===== src/rtl/number_signal_pkg.sv =====
// Shared constants for the signed-number classifier: default operand width and
// the most negative two's-complement value at that width.
package number_signal_pkg;

    localparam int unsigned DEFAULT_WIDTH = 8;

    localparam logic [DEFAULT_WIDTH-1:0] MIN_NEG = {1'b1, {(DEFAULT_WIDTH-1){1'b0}}};

    // Most negative pattern for any width: MSB set, all other bits clear.
    function automatic logic [31:0] min_neg_pattern(input int unsigned width);
        logic [31:0] pat;
        pat = '0;
        pat[width-1] = 1'b1;
        return pat;
    endfunction

endpackage


===== src/rtl/sign_abs_core.sv =====
// Combinational classifier: sign, zero, strictly-positive, absolute value and
// the overflow flag for the single operand whose magnitude needs the MSB.
module sign_abs_core
    import number_signal_pkg::*;
#(
    parameter int unsigned WIDTH = DEFAULT_WIDTH
) (
    input  logic [WIDTH-1:0] number,
    output logic             neg,
    output logic             zero,
    output logic             pos,
    output logic [WIDTH-1:0] magnitude,
    output logic             mag_overflow
);

    localparam logic [WIDTH-1:0] ONE     = {{(WIDTH-1){1'b0}}, 1'b1};
    localparam logic [WIDTH-1:0] NEG_MIN = {1'b1, {(WIDTH-1){1'b0}}};

    always_comb begin
        neg          = number[WIDTH-1];
        zero         = (number == '0);
        pos          = !number[WIDTH-1] && (number != '0);
        // Negating the most negative value wraps back to itself, which is the
        // correct unsigned magnitude 2^(WIDTH-1).
        magnitude    = number[WIDTH-1] ? (~number + ONE) : number;
        mag_overflow = (number == NEG_MIN);
    end

endmodule


===== src/rtl/number_signal.sv =====
// Registered signed-number classifier: one-cycle latency, accepts an operand
// every cycle, result outputs hold between accepted operands.
module number_signal
    import number_signal_pkg::*;
#(
    parameter int unsigned WIDTH = DEFAULT_WIDTH
) (
    input  logic             clk,
    input  logic             rst_n,
    input  logic             in_valid,
    input  logic [WIDTH-1:0] number,
    output logic             out_valid,
    output logic             num_signal,
    output logic             is_zero,
    output logic             is_positive,
    output logic [WIDTH-1:0] magnitude,
    output logic             mag_overflow
);

    logic             core_neg;
    logic             core_zero;
    logic             core_pos;
    logic [WIDTH-1:0] core_mag;
    logic             core_ovf;

    logic             valid_d, valid_q;
    logic             sign_d, sign_q;
    logic             zero_d, zero_q;
    logic             pos_d, pos_q;
    logic [WIDTH-1:0] mag_d, mag_q;
    logic             ovf_d, ovf_q;

    sign_abs_core #(
        .WIDTH(WIDTH)
    ) u_core (
        .number      (number),
        .neg         (core_neg),
        .zero        (core_zero),
        .pos         (core_pos),
        .magnitude   (core_mag),
        .mag_overflow(core_ovf)
    );

    always_comb begin
        valid_d = in_valid;
        sign_d  = sign_q;
        zero_d  = zero_q;
        pos_d   = pos_q;
        mag_d   = mag_q;
        ovf_d   = ovf_q;
        if (in_valid) begin
            sign_d = core_neg;
            zero_d = core_zero;
            pos_d  = core_pos;
            mag_d  = core_mag;
            ovf_d  = core_ovf;
        end
    end

    always_ff @(posedge clk or negedge rst_n) begin
        if (!rst_n) begin
            valid_q <= 1'b0;
            sign_q  <= 1'b0;
            zero_q  <= 1'b0;
            pos_q   <= 1'b0;
            mag_q   <= '0;
            ovf_q   <= 1'b0;
        end else begin
            valid_q <= valid_d;
            sign_q  <= sign_d;
            zero_q  <= zero_d;
            pos_q   <= pos_d;
            mag_q   <= mag_d;
            ovf_q   <= ovf_d;
        end
    end

    assign out_valid    = valid_q;
    assign num_signal   = sign_q;
    assign is_zero      = zero_q;
    assign is_positive  = pos_q;
    assign magnitude    = mag_q;
    assign mag_overflow = ovf_q;

endmodule


===== config.mk =====
export PLATFORM = sky130hd
export DESIGN_NAME = number_signal
export DESIGN_NICKNAME = d
export VERILOG_FILES = /design/src/rtl/number_signal_pkg.sv /design/src/rtl/sign_abs_core.sv /design/src/rtl/number_signal.sv
export SDC_FILE = /design/constraint.sdc
export NUM_CORES = 1
export LEC_CHECK = 0
export CORE_MARGIN = 2
export CORE_UTILIZATION = 33
export DETAILED_ROUTE_END_ITERATION = 10
export SLEW_MARGIN = 20
export SYNTH_ARGS = -nofsm -noshare
export SYNTH_HDL_FRONTEND = slang
export SYNTH_SLANG_ARGS = --single-unit

===== constraint.sdc =====
create_clock -name clk -period 2.14 [get_ports clk]
set_input_delay 0.214 -clock clk [delete_from_list [all_inputs] [get_ports clk]]
set_output_delay 0.214 -clock clk [all_outputs]
set_load 0.005 [all_outputs]

After elaboration in Yosys (flattened, before gate mapping)

Index checks and enable logic that the tools add are counted.

Register bits: 13
Bits of input ports: 11
Output and inout port bits: 13
Logic and storage cells: 14

$add $sub $neg: 1
Eq/ne operators: 1
Mux-type cells: 1
Bitwise gates (word level): 1
Reduce and logical (&&, ||, !) cells: 4

Operator list:

| cell                                                          | count |
|---|---|
| 8-bit by 1-bit adder with 8-bit output, second input constant | 1 |
| 8-bit == test, second input constant                          | 1 |
| 8-bit logical NOT                                             | 1 |
| 8-bit 2-to-1 mux                                              | 1 |
| 8-bit NOT                                                     | 1 |
| 8-bit nonzero test                                            | 1 |
| 1-bit logical AND                                             | 1 |
| 1-bit logical NOT                                             | 1 |

Depth between registers and ports, before layout

Gate-level depths: netlist of run 1.

Depth after elaboration: 3
Gate-level depth with buffers: 5
Depth with buffers taken out: 5

Modules after synthesis

From an unflattened synthesis of run 1, not the netlist that was laid out.

Cells, all modules: 54
Area, all modules: 714.4 um^2

By module, submodules not included:

| module        | times used | cells each | area an instance (um^2) | sequential area each (um^2) |
|---|---|---|---|---|
| number_signal | 1          | 26         | 509.2                   | 325.3 |
| sign_abs_core | 1          | 28         | 205.2                   | 0.0 |

Least setup slack after synthesis of run 1

OpenSTA, ideal clock, no wires.

Path kind: input -> register
From: input number[0]
To: register mag_q[4], in the netlist magnitude[4]
Setup time: 0.082 ns
Arrival: 1.012 ns
Required time: 2.058 ns
Slack: 1.046 ns
Cell stages on the path: 5
Buffers on the path: 0
Cells stage by stage: inv_1 -> ha_1 -> nor3b_1 -> or3_1 -> a31oi_1

Longest elaborated chain between the ends: 3

RTL lines:

| element                                | line                | text |
|---|---|---|
| from (decl)                            | number_signal.sv:11 | `input logic [WIDTH-1:0] number,` |
| 8-bit NOT                              | sign_abs_core.sv:25 | `magnitude = number[WIDTH-1] ? (~number + ONE) : number;` |
| 8-bit by 1-bit adder with 8-bit output | sign_abs_core.sv:25 |  |
| 8-bit 2-to-1 mux                       | sign_abs_core.sv:25 |  |
| to (signal assigned)                   | number_signal.sv:73 | `mag_q <= mag_d;` |
| to (decl)                              | number_signal.sv:30 | `logic [WIDTH-1:0] mag_d, mag_q;` |

No other way between the ends.
A chain may end at the register's enable or synchronous reset.

Worst setup path in the final report of run 1

Ends and elaborated chain as after synthesis.

==> flow_summary.json, run 1 <==
{
  "synthArstFlopShare_pct": 100,
  "vias": 596,
  "leakagePower_nw": 0.401,
  "path_buf_inv": 2,
  "syn_avg_cell_area_um2": 10.2,
  "arrival_ns": 1.63,
  "critical-path-top-delay-family": "buffers and inverters",
  "setup_slack_ns": 0.711,
  "slowest_delay_ns": 0.51,
  "path_cells": "clkdlybuf4s50_1, inv_1, ha_1, nor3b_1, or3_1, a31oi_1",
  "drive_gt1_share_pct": 8.51,
  "clock.fmax_ghz": 0.700,
  "yosysUniqueCellTypes": 32,
  "clkTransAtPathRegs_ns": 0.08,
  "pre_cts_ws_ns": 0.413,
  "synth_ff_type": "dfrtp_1",
  "grt_overflow": 0,
  "clock_latency_ns": 0.28,
  "die-width_um": 50.2,
  "initial_core_util_pct": 35.5,
  "drt_wl_total_um": 1440,
  "irDropWorstVdd_mv": 0.288,
  "ios": 24,
  "dp.cells": 117,
  "fillCellCount": 187,
  "cts_tree": "done",
  "via_per_inst": 4.93,
  "fin_crit_ns": 1.43,
  "clock_skew_ns": 0,
  "nets": 107,
  "max_cap_violations": 0,
  "cts.sinks": 13,
  "syn_area_um2": 703,
  "place_congestion": 0.734,
  "syn2layout_area_growth_pct": 38.6,
  "post_cts_buffers": 0,
  "core-area_um2": 1980,
  "hold_viol": 0,
  "cts_hold_buf": 0,
  "synth_edf_count": 0,
  "slowest_stage": "clkdlybuf4s50_1",
  "die-area_um2": 2520,
  "rows": 16,
  "fp.dieH_um": 50.2,
  "grt_pass1_vias": 578,
  "startpoint_type": "input pin",
  "multiInputGateArea_um2": 322,
  "power_density_nw_per_um2": 575,
  "drc": 0,
  "final_cells": 121,
  "fin_crit_sh_pct": 66.8,
  "syn_inst": 69,
  "cts.path.max_buffers": 2,
  "setup_viol": 0,
  "cts-root-buf": "clkbuf_4",
  "tightestPinTransition_ns": 0.610,
  "grt_setup_unrepaired": "false",
  "max_slew_margin_pct": 59.2,
  "htreeDepth": 1,
  "post_cts_resized": 0,
  "ys_seq_area_share_pct": 46.3,
  "grt_max_degree": 15,
  "status": "complete, no violations",
  "wl_per_cell_um": 11.9,
  "synth-seq-cells": 13,
  "dp_hpwl_um": 1080,
  "antenna_found_initial": 0,
  "first_iter_violations": 4,
  "drt-pass1-iter-count": 4,
  "setup_tns_ns": 0,
  "drtAntennaViolNets": 0,
  "criticalPathCategory": "in2reg",
  "ff_latch_area_um2": 325,
  "cts_buffers": 3,
  "synth_warnings": 0,
  "port_buffers": 23,
  "setup.worst_path.end_class": "register",
  "grt_pass1_wl_um": 2590,
  "required_ns": 2.34,
  "grt_usage_pct": 13.6,
  "hold_class": "in2async",
  "synth_fp_nets": 81,
  "cp_max_fo": 4,
  "antenna_cells": 0,
  "timing.final.max_slew_violations": 0
}
==> final timing paths <==
| kind | startpoint | to | slack (ns) | cells after the start |
|---|---|---|---|---|
| setup / recovery | number[0] | magnitude[4] | 0.71 | 6 |
| hold / removal | rst_n | is_positive | 0.32 | 1 |
| setup reg to reg | magnitude[6] | magnitude[6] | 1.14 | 3 |
| hold reg to reg | magnitude[0] | magnitude[0] | 0.52 | 1 |
| max in group asynchronous | rst_n | magnitude[2] | 1.43 | 1 |
| min in group clk | magnitude[0] | magnitude[0] | 0.52 | 1 |
==> metrics by stage <==
step | area (um^2) | power (W) | hold WS, ns | utilization (%)
floorplan | 703 | 0.000336 | -0.0816 | -
global placement | 948 | 0.000414 | 0.503 | 47.9
detailed placement | 948 | 0.000414 | 0.498 | 47.9
CTS | 975 | 0.000571 | 0.332 | 49.2
global route | 975 | 0.000601 | 0.348 | 49.2
finish | 975 | 0.000560 | 0.315 | 49.2
==> sequential cells by signal, summed over array words and instances (netlist names) <==
register,cells
out_valid,1
magnitude,8
is_zero,1
num_signal,1
mag_overflow,1
is_positive,1
==> synthesized netlist by cell type (2+ instances only) <==
master | instances | area share (%)
a21oi_1 | 3 | 2.1
a311oi_1 | 2 | 2.5
buf_4 | 3 | 3.2
dfrtp_1 | 13 | 46
inv_1 | 5 | 2.7
nand2_1 | 3 | 1.6
nand4_1 | 2 | 1.8
nor2_1 | 6 | 3.2
nor2b_1 | 6 | 5.3
o211ai_1 | 2 | 2.1
o21ai_0 | 2 | 1.4
o22ai_1 | 2 | 1.8
==> layout by cell type, fill, tap and decap left out, types with 2 or more instances in the layout <==
cell | Yosys | final
clkdlybuf4s50_1 | 0 | 23
a311oi_1 | 2 | 2
o22ai_1 | 2 | 2
nand4_1 | 2 | 2
clkbuf_4 | 0 | 3
nor2_1 | 6 | 6
dfrtp_1 | 13 | 13
buf_4 | 3 | 2
nand2_1 | 3 | 3
inv_1 | 5 | 5
nor2b_1 | 6 | 6
o211ai_1 | 2 | 2
o21ai_0 | 2 | 2
a21oi_1 | 3 | 3
==> final cells by class <==
type | count | area share, %
Clock buffer | 4 | 2.70
Multi-Input combinational cell | 46 | 33.0
Tap cell | 27 | 3.47
Timing Repair Buffer | 25 | 25.2
Inverter | 6 | 2.31
Sequential cell | 13 | 33.4
==> logic make-up after synthesis <==
kind of cell             count (synthesis)  share of synthesized area, %
AND/OR/NAND/NOR                         26                          23.8
adder cells (fa/ha/maj)                  1                          1.78
multiplexers                             2                          3.02
flip-flops                              13                          46.3
AO/OA/AOI/OAI                           15                          14.6
buffers and inverters                   10                          8.01
XOR/XNOR                                 2                          2.49
==> worst register-to-register path: cells and delay by family (launching register included) <==
family,cells,cell delay (ns)
AOI/OAI and AO/OA,2,0.37
and+or+nand+nor,1,0.13
DFF,1,0.37
==> where the power goes <==
part           switching (W)  internal [W]
logic              0.0000543     0.0000784
clock network      0.0000797     0.0000723
registers         0.00000951      0.000266
==> routing by layer <==
layer / vias to the layer above / track usage, % / wire length (um)
met5: - / 0 / 0
met4: 0 / 8.33 / 42
met3: 5 / 3.87 / 97
met2: 22 / 18.0 / 558
met1: 273 / 19.1 / 739
li1: 296 / - / -
Power figures use the tool's default switching activity.
==> run 2: changes to the inputs <==
==> constraint.sdc (replaced) <==
create_clock -name clk -period 1.2 [get_ports clk]
set_input_delay 0.12 -clock clk [delete_from_list [all_inputs] [get_ports clk]]
set_output_delay 0.12 -clock clk [all_outputs]
set_load 0.005 [all_outputs]
==> flow_summary.json, run 2 (same netlist as run 1, synthesis figures left out) <==
{
  "fin_crit_ns": 1.12,
  "hold_viol": 0,
  "fp.dieH_um": 50.2,
  "cts.path.max_buffers": 2,
  "hold_class": "in2async",
  "nets": 123,
  "cp_max_fo": 7,
  "cts_buffers": 3,
  "clock.fmax_ghz": 0.891,
  "ios": 24,
  "port_buffers": 23,
  "cts-root-buf": "clkbuf_4",
  "slowest_stage": "clkdlybuf4s50_1",
  "die-area_um2": 2520,
  "status": "complete, no violations",
  "wl_per_cell_um": 11.2,
  "timing.final.max_slew_violations": 0,
  "max_slew_margin_pct": 82.5,
  "arrival_ns": 1.27,
  "cts_hold_buf": 0,
  "dp_hpwl_um": 1170,
  "rrSetupSlack_ns": 0.20,
  "rows": 16,
  "syn2layout_area_growth_pct": 55.3,
  "leakagePower_nw": 0.545,
  "via_per_inst": 4.66,
  "fin_util_pct": 55.1,
  "first_iter_violations": 6,
  "die-width_um": 50.2,
  "fin_crit_sh_pct": 93.5,
  "cts_tree": "done",
  "htreeDepth": 1,
  "drt-pass1-iter-count": 4,
  "path_cells": "clkdlybuf4s50_1, buf_4, nor2b_1, a311oi_1, o211ai_1",
  "antenna_found_initial": 0,
  "drive_gt1_share_pct": 22.7,
  "setup_viol": 0,
  "max_cap_violations": 0,
  "slowest_delay_ns": 0.58,
  "power_density_nw_per_um2": 923,
  "fillCellCount": 187,
  "crit-reg2reg-launch": "magnitude[6]",
  "layout_common_cells": "17 x buf_4, 15 x dlygate4sd2_1, 13 x dfrtp_1",
  "design_area_um2": 1090,
  "irDropWorstVdd_mv": 0.520,
  "clock_latency_ns": 0.28,
  "vias": 638,
  "place_congestion": 0.765,
  "largest_reg_flops": 8,
  "critical-path-top-delay-family": "buffers and inverters",
  "clock_skew_ns": 0,
  "mostFrequentLayoutCell": "buf_4",
  "drt_wl_total_um": 1530,
  "antenna_cells": 0,
  "tightestPinTransition_ns": 0.260,
  "drtAntennaViolNets": 0,
  "grt_pass1_wl_um": 2640,
  "criticalPathCategory": "in2reg",
  "grt_usage_pct": 13.9,
  "grt_max_degree": 19,
  "grt_overflow": 0,
  "cts.sinks": 13,
  "rr_worst_depth": 3,
  "grt_pass1_vias": 623,
  "placed_area_um2": 1050,
  "clkTransAtPathRegs_ns": 0.09,
  "setup.worst_path.end_class": "register",
  "required_ns": 1.35,
  "r2r_end": "magnitude[6]",
  "path_buf_inv": 2,
  "core-area_um2": 1980,
  "drc": 0,
  "initial_core_util_pct": 35.5,
  "startpoint_type": "input pin",
  "grt_setup_unrepaired": "true"
}
run 2: metal layers:
metal	track usage, %	vias up	wire length (um)
met1	18.7	282	770
met4	5.56	0	14
met2	21.3	23	648
met5	0	-	0
met3	3.27	2	100
li1	-	331	-
run 2: report_power, final:
part | internal (W) | switching (W) | total [W]
logic | 0.000141 | 0.000103 | 0.000244
clock network | 0.000129 | 0.000145 | 0.000274
registers | 0.000474 | 0.0000160 | 0.000490
run 2: how the worst max path moves through the flow:
stage,from,end,slack (ns),cells after the start
detailed placement,number[0],magnitude[4],-0.37,6
CTS,number[2],magnitude[5],0.005,4
floorplan,number[0],magnitude[4],0.20,5
finish,in_valid,magnitude[5],0.08,5
global route,in_valid,magnitude[5],-0.01,5
global placement,number[0],magnitude[4],-0.33,6
run 2: layout make-up:
type	count	area, um^2	area share (%)
Timing Repair Buffer	41	360	33.0
Sequential cell	13	325	29.8
Multi-Input combinational cell	46	324	29.7
Tap cell	27	33.8	3.09
Clock buffer	4	26.3	2.41
Inverter	6	22.5	2.06
run 2: worst register-to-register path: cells and delay by family, from the launching register on:
family / cells / cell delay (ns)
AO/OA/AOI/OAI: 2 / 0.38
flip-flops: 1 / 0.38
AND/OR/NAND/NOR: 1 / 0.13
run 2: repair_timing:
action                                  CTS  global route
pin swaps                                 1             1
endpoints found under the setup margin   16             4
setup buffers                             2             0
resized for setup                        16             5
gates cloned                              0             0
run 2: per-stage QoR:
step | hold slack, ns | total power (W) | cells | TNS (ns) | worst slack [ns]
final | 0.139 | 0.00101 | 137 | 0 | 0.0783
after global routing | 0.177 | 0.00108 | 137 | -0.0109 | -0.0109
after CTS | 0.149 | 0.00102 | 137 | 0 | 0.00517
after detailed placement | 0.451 | 0.000770 | 131 | -2.43 | -0.370
after global placement | 0.448 | 0.000768 | 131 | -2.25 | -0.332
after floorplan | -0.176 | 0.000599 | 69 | 0 | 0.200
==> run 3: changes to the inputs <==
--- a/config.mk
+++ b/config.mk
@@ -5,7 +5,6 @@
 export SDC_FILE = /design/constraint.sdc
 export NUM_CORES = 1
 export LEC_CHECK = 0
-export CORE_MARGIN = 2
 export CORE_UTILIZATION = 33
 export DETAILED_ROUTE_END_ITERATION = 10
 export SLEW_MARGIN = 20
==> flow_summary.json, run 3 (same netlist as run 1, synthesis figures left out) <==
{
  "status": "complete, no violations",
  "layout_common_cells": "20 x buf_4, 15 x dlygate4sd2_1, 13 x dfrtp_1",
  "critical-path-top-delay-family": "buffers and inverters",
  "wl_per_cell_um": 11.8,
  "max_cap_violations": 0,
  "cts_buffers": 3,
  "max_slew_margin_pct": 80.3,
  "hold_class": "in2async",
  "clock_skew_ns": 0,
  "clkTransAtPathRegs_ns": 0.09,
  "first_iter_violations": 4,
  "die-width_um": 48.2,
  "ios": 24,
  "largest_reg_flops": 8,
  "place_congestion": 0.711,
  "crit-reg2reg-launch": "magnitude[6]",
  "fin_crit_ns": 1.11,
  "p_clk_share_pct": 27.3,
  "grt_max_degree": 16,
  "cts_hold_buf": 0,
  "tightestPinTransition_ns": 0.293,
  "via_per_inst": 4.68,
  "setup_slack_ns": 0.0873,
  "hold_viol": 0,
  "rrSetupSlack_ns": 0.20,
  "drt-pass1-iter-count": 4,
  "initial_core_util_pct": 35.5,
  "core-area_um2": 1980,
  "setup_tns_ns": 0,
  "required_ns": 1.36,
  "irDropWorstVdd_mv": 0.531,
  "dp_hpwl_um": 1230,
  "swShare_pct": 26.7,
  "vias": 651,
  "grt_usage_pct": 16.9,
  "arrival_ns": 1.27,
  "clock_latency_ns": 0.27,
  "grt_pass1_wl_um": 2660,
  "cts.sinks": 13,
  "slowest_delay_ns": 0.51,
  "cts.path.max_buffers": 2,
  "slowest_stage": "clkdlybuf4s50_1",
  "internal_power_w": 0.000749,
  "criticalPathCategory": "in2reg",
  "p_total_w": 0.00102,
  "r2r_end": "magnitude[6]",
  "cp_max_fo": 15,
  "rr_worst_depth": 3,
  "port_buffers": 23,
  "rows": 16,
  "startpoint_type": "input pin",
  "cts-root-buf": "clkbuf_4",
  "grt_setup_unrepaired": "false",
  "syn2layout_area_growth_pct": 57.8,
  "combPwrFrac_pct": 24.7,
  "power.switching_w": 0.000273,
  "setup_viol": 0,
  "fp.dieH_um": 48.2,
  "path_cells": "clkdlybuf4s50_1, buf_4, a311oi_1, o211ai_1",
  "cts_tree": "done",
  "antenna_found_initial": 0,
  "drive_gt1_share_pct": 25.0,
  "leakagePower_nw": 0.555,
  "dp.cells": 133,
  "pre_cts_ws_ns": -0.349,
  "htreeDepth": 1,
  "clock.fmax_ghz": 0.899,
  "seq_power_share_pct": 48.0,
  "drc": 0,
  "setup.worst_path.end_class": "register",
  "die-area_um2": 2320,
  "drtAntennaViolNets": 0,
  "fin_crit_sh_pct": 92.7,
  "final_cells": 139,
  "power_density_nw_per_um2": 920,
  "nets": 125,
  "fillCellCount": 198,
  "path_buf_inv": 2,
  "antenna_cells": 0,
  "timing.final.max_slew_violations": 0,
  "drt_wl_total_um": 1640,
  "grt_overflow": 0,
  "grt_pass1_vias": 633,
  "mostFrequentLayoutCell": "buf_4"
}
-- run 3: changes by cell type in the layout (fill, tap and decap cells not counted) --
cell	before	now
buf_4	17	20
a311oi_2	0	1
buf_6	1	0
a311oi_1	2	1
-- run 3: cell type report --
type / instances / area [um^2] / share of cell area, %
clock buffers: 4 / 26.3 / 2.37
well taps: 27 / 33.8 / 3.04
repair buffers: 43 / 372 / 33.5
inverters: 6 / 22.5 / 2.03
flip-flops and latches: 13 / 325 / 29.3
multi-input cells: 46 / 330 / 29.8
-- run 3: how the worst max path moves through the flow --
| stage | depth (start not counted) | to | startpoint | slack, ns |
|---|---|---|---|---|
| final | 4 | magnitude[6] | in_valid | 0.09 |
| after global routing | 4 | magnitude[6] | in_valid | 0.04 |
| after CTS | 4 | magnitude[5] | number[7] | 0.02 |
| after detailed placement | 6 | magnitude[4] | number[0] | -0.35 |
| after global placement | 6 | magnitude[4] | number[0] | -0.33 |
| after floorplan | 5 | magnitude[4] | number[0] | 0.20 |
-- run 3: worst register-to-register path: stages, from the launching register on --
cell and delay, ns:
dfrtp_1 0.38, nor2b_1 0.13, a311oi_1 0.25, o211ai_1 0.12
-- run 3: per-stage QoR --
step / hold slack [ns] / util [%] / area (um^2)
floorplan: -0.176 / - / 703
global placement: 0.449 / 53.9 / 1070
detailed placement: 0.447 / 53.9 / 1070
CTS: 0.150 / 55.2 / 1090
global route: 0.162 / 56.0 / 1110
finish: 0.141 / 56.0 / 1110
-- run 3: layer usage --
metal | share of wire (%) | track usage (%) | up-vias
li1 | - | - | 332
met1 | 45 | 20.0 | 298
met2 | 51 | 29.1 | 19
met3 | 3.6 | 3.33 | 2
met4 | 0.79 | 8.33 | 0
met5 | 0 | 0 | -
-- run 3: power groups by stage --
stage | Clock [W] | Combinational, W | Sequential [W]
detailed placement | 0 | 0.000275 | 0.000501
floorplan | 0 | 0.0000953 | 0.000504
global route | 0.000304 | 0.000283 | 0.000497
finish | 0.000279 | 0.000252 | 0.000490
global placement | 0 | 0.000272 | 0.000500
CTS | 0.000286 | 0.000255 | 0.000491
-- run 3: what timing repair did --
item | 4_1_cts | 5_1_grt
gates resized for setup | 16 | 5
buffers inserted | 2 | 0
endpoints found under the setup margin | 17 | 4
pin swaps | 4 | 1
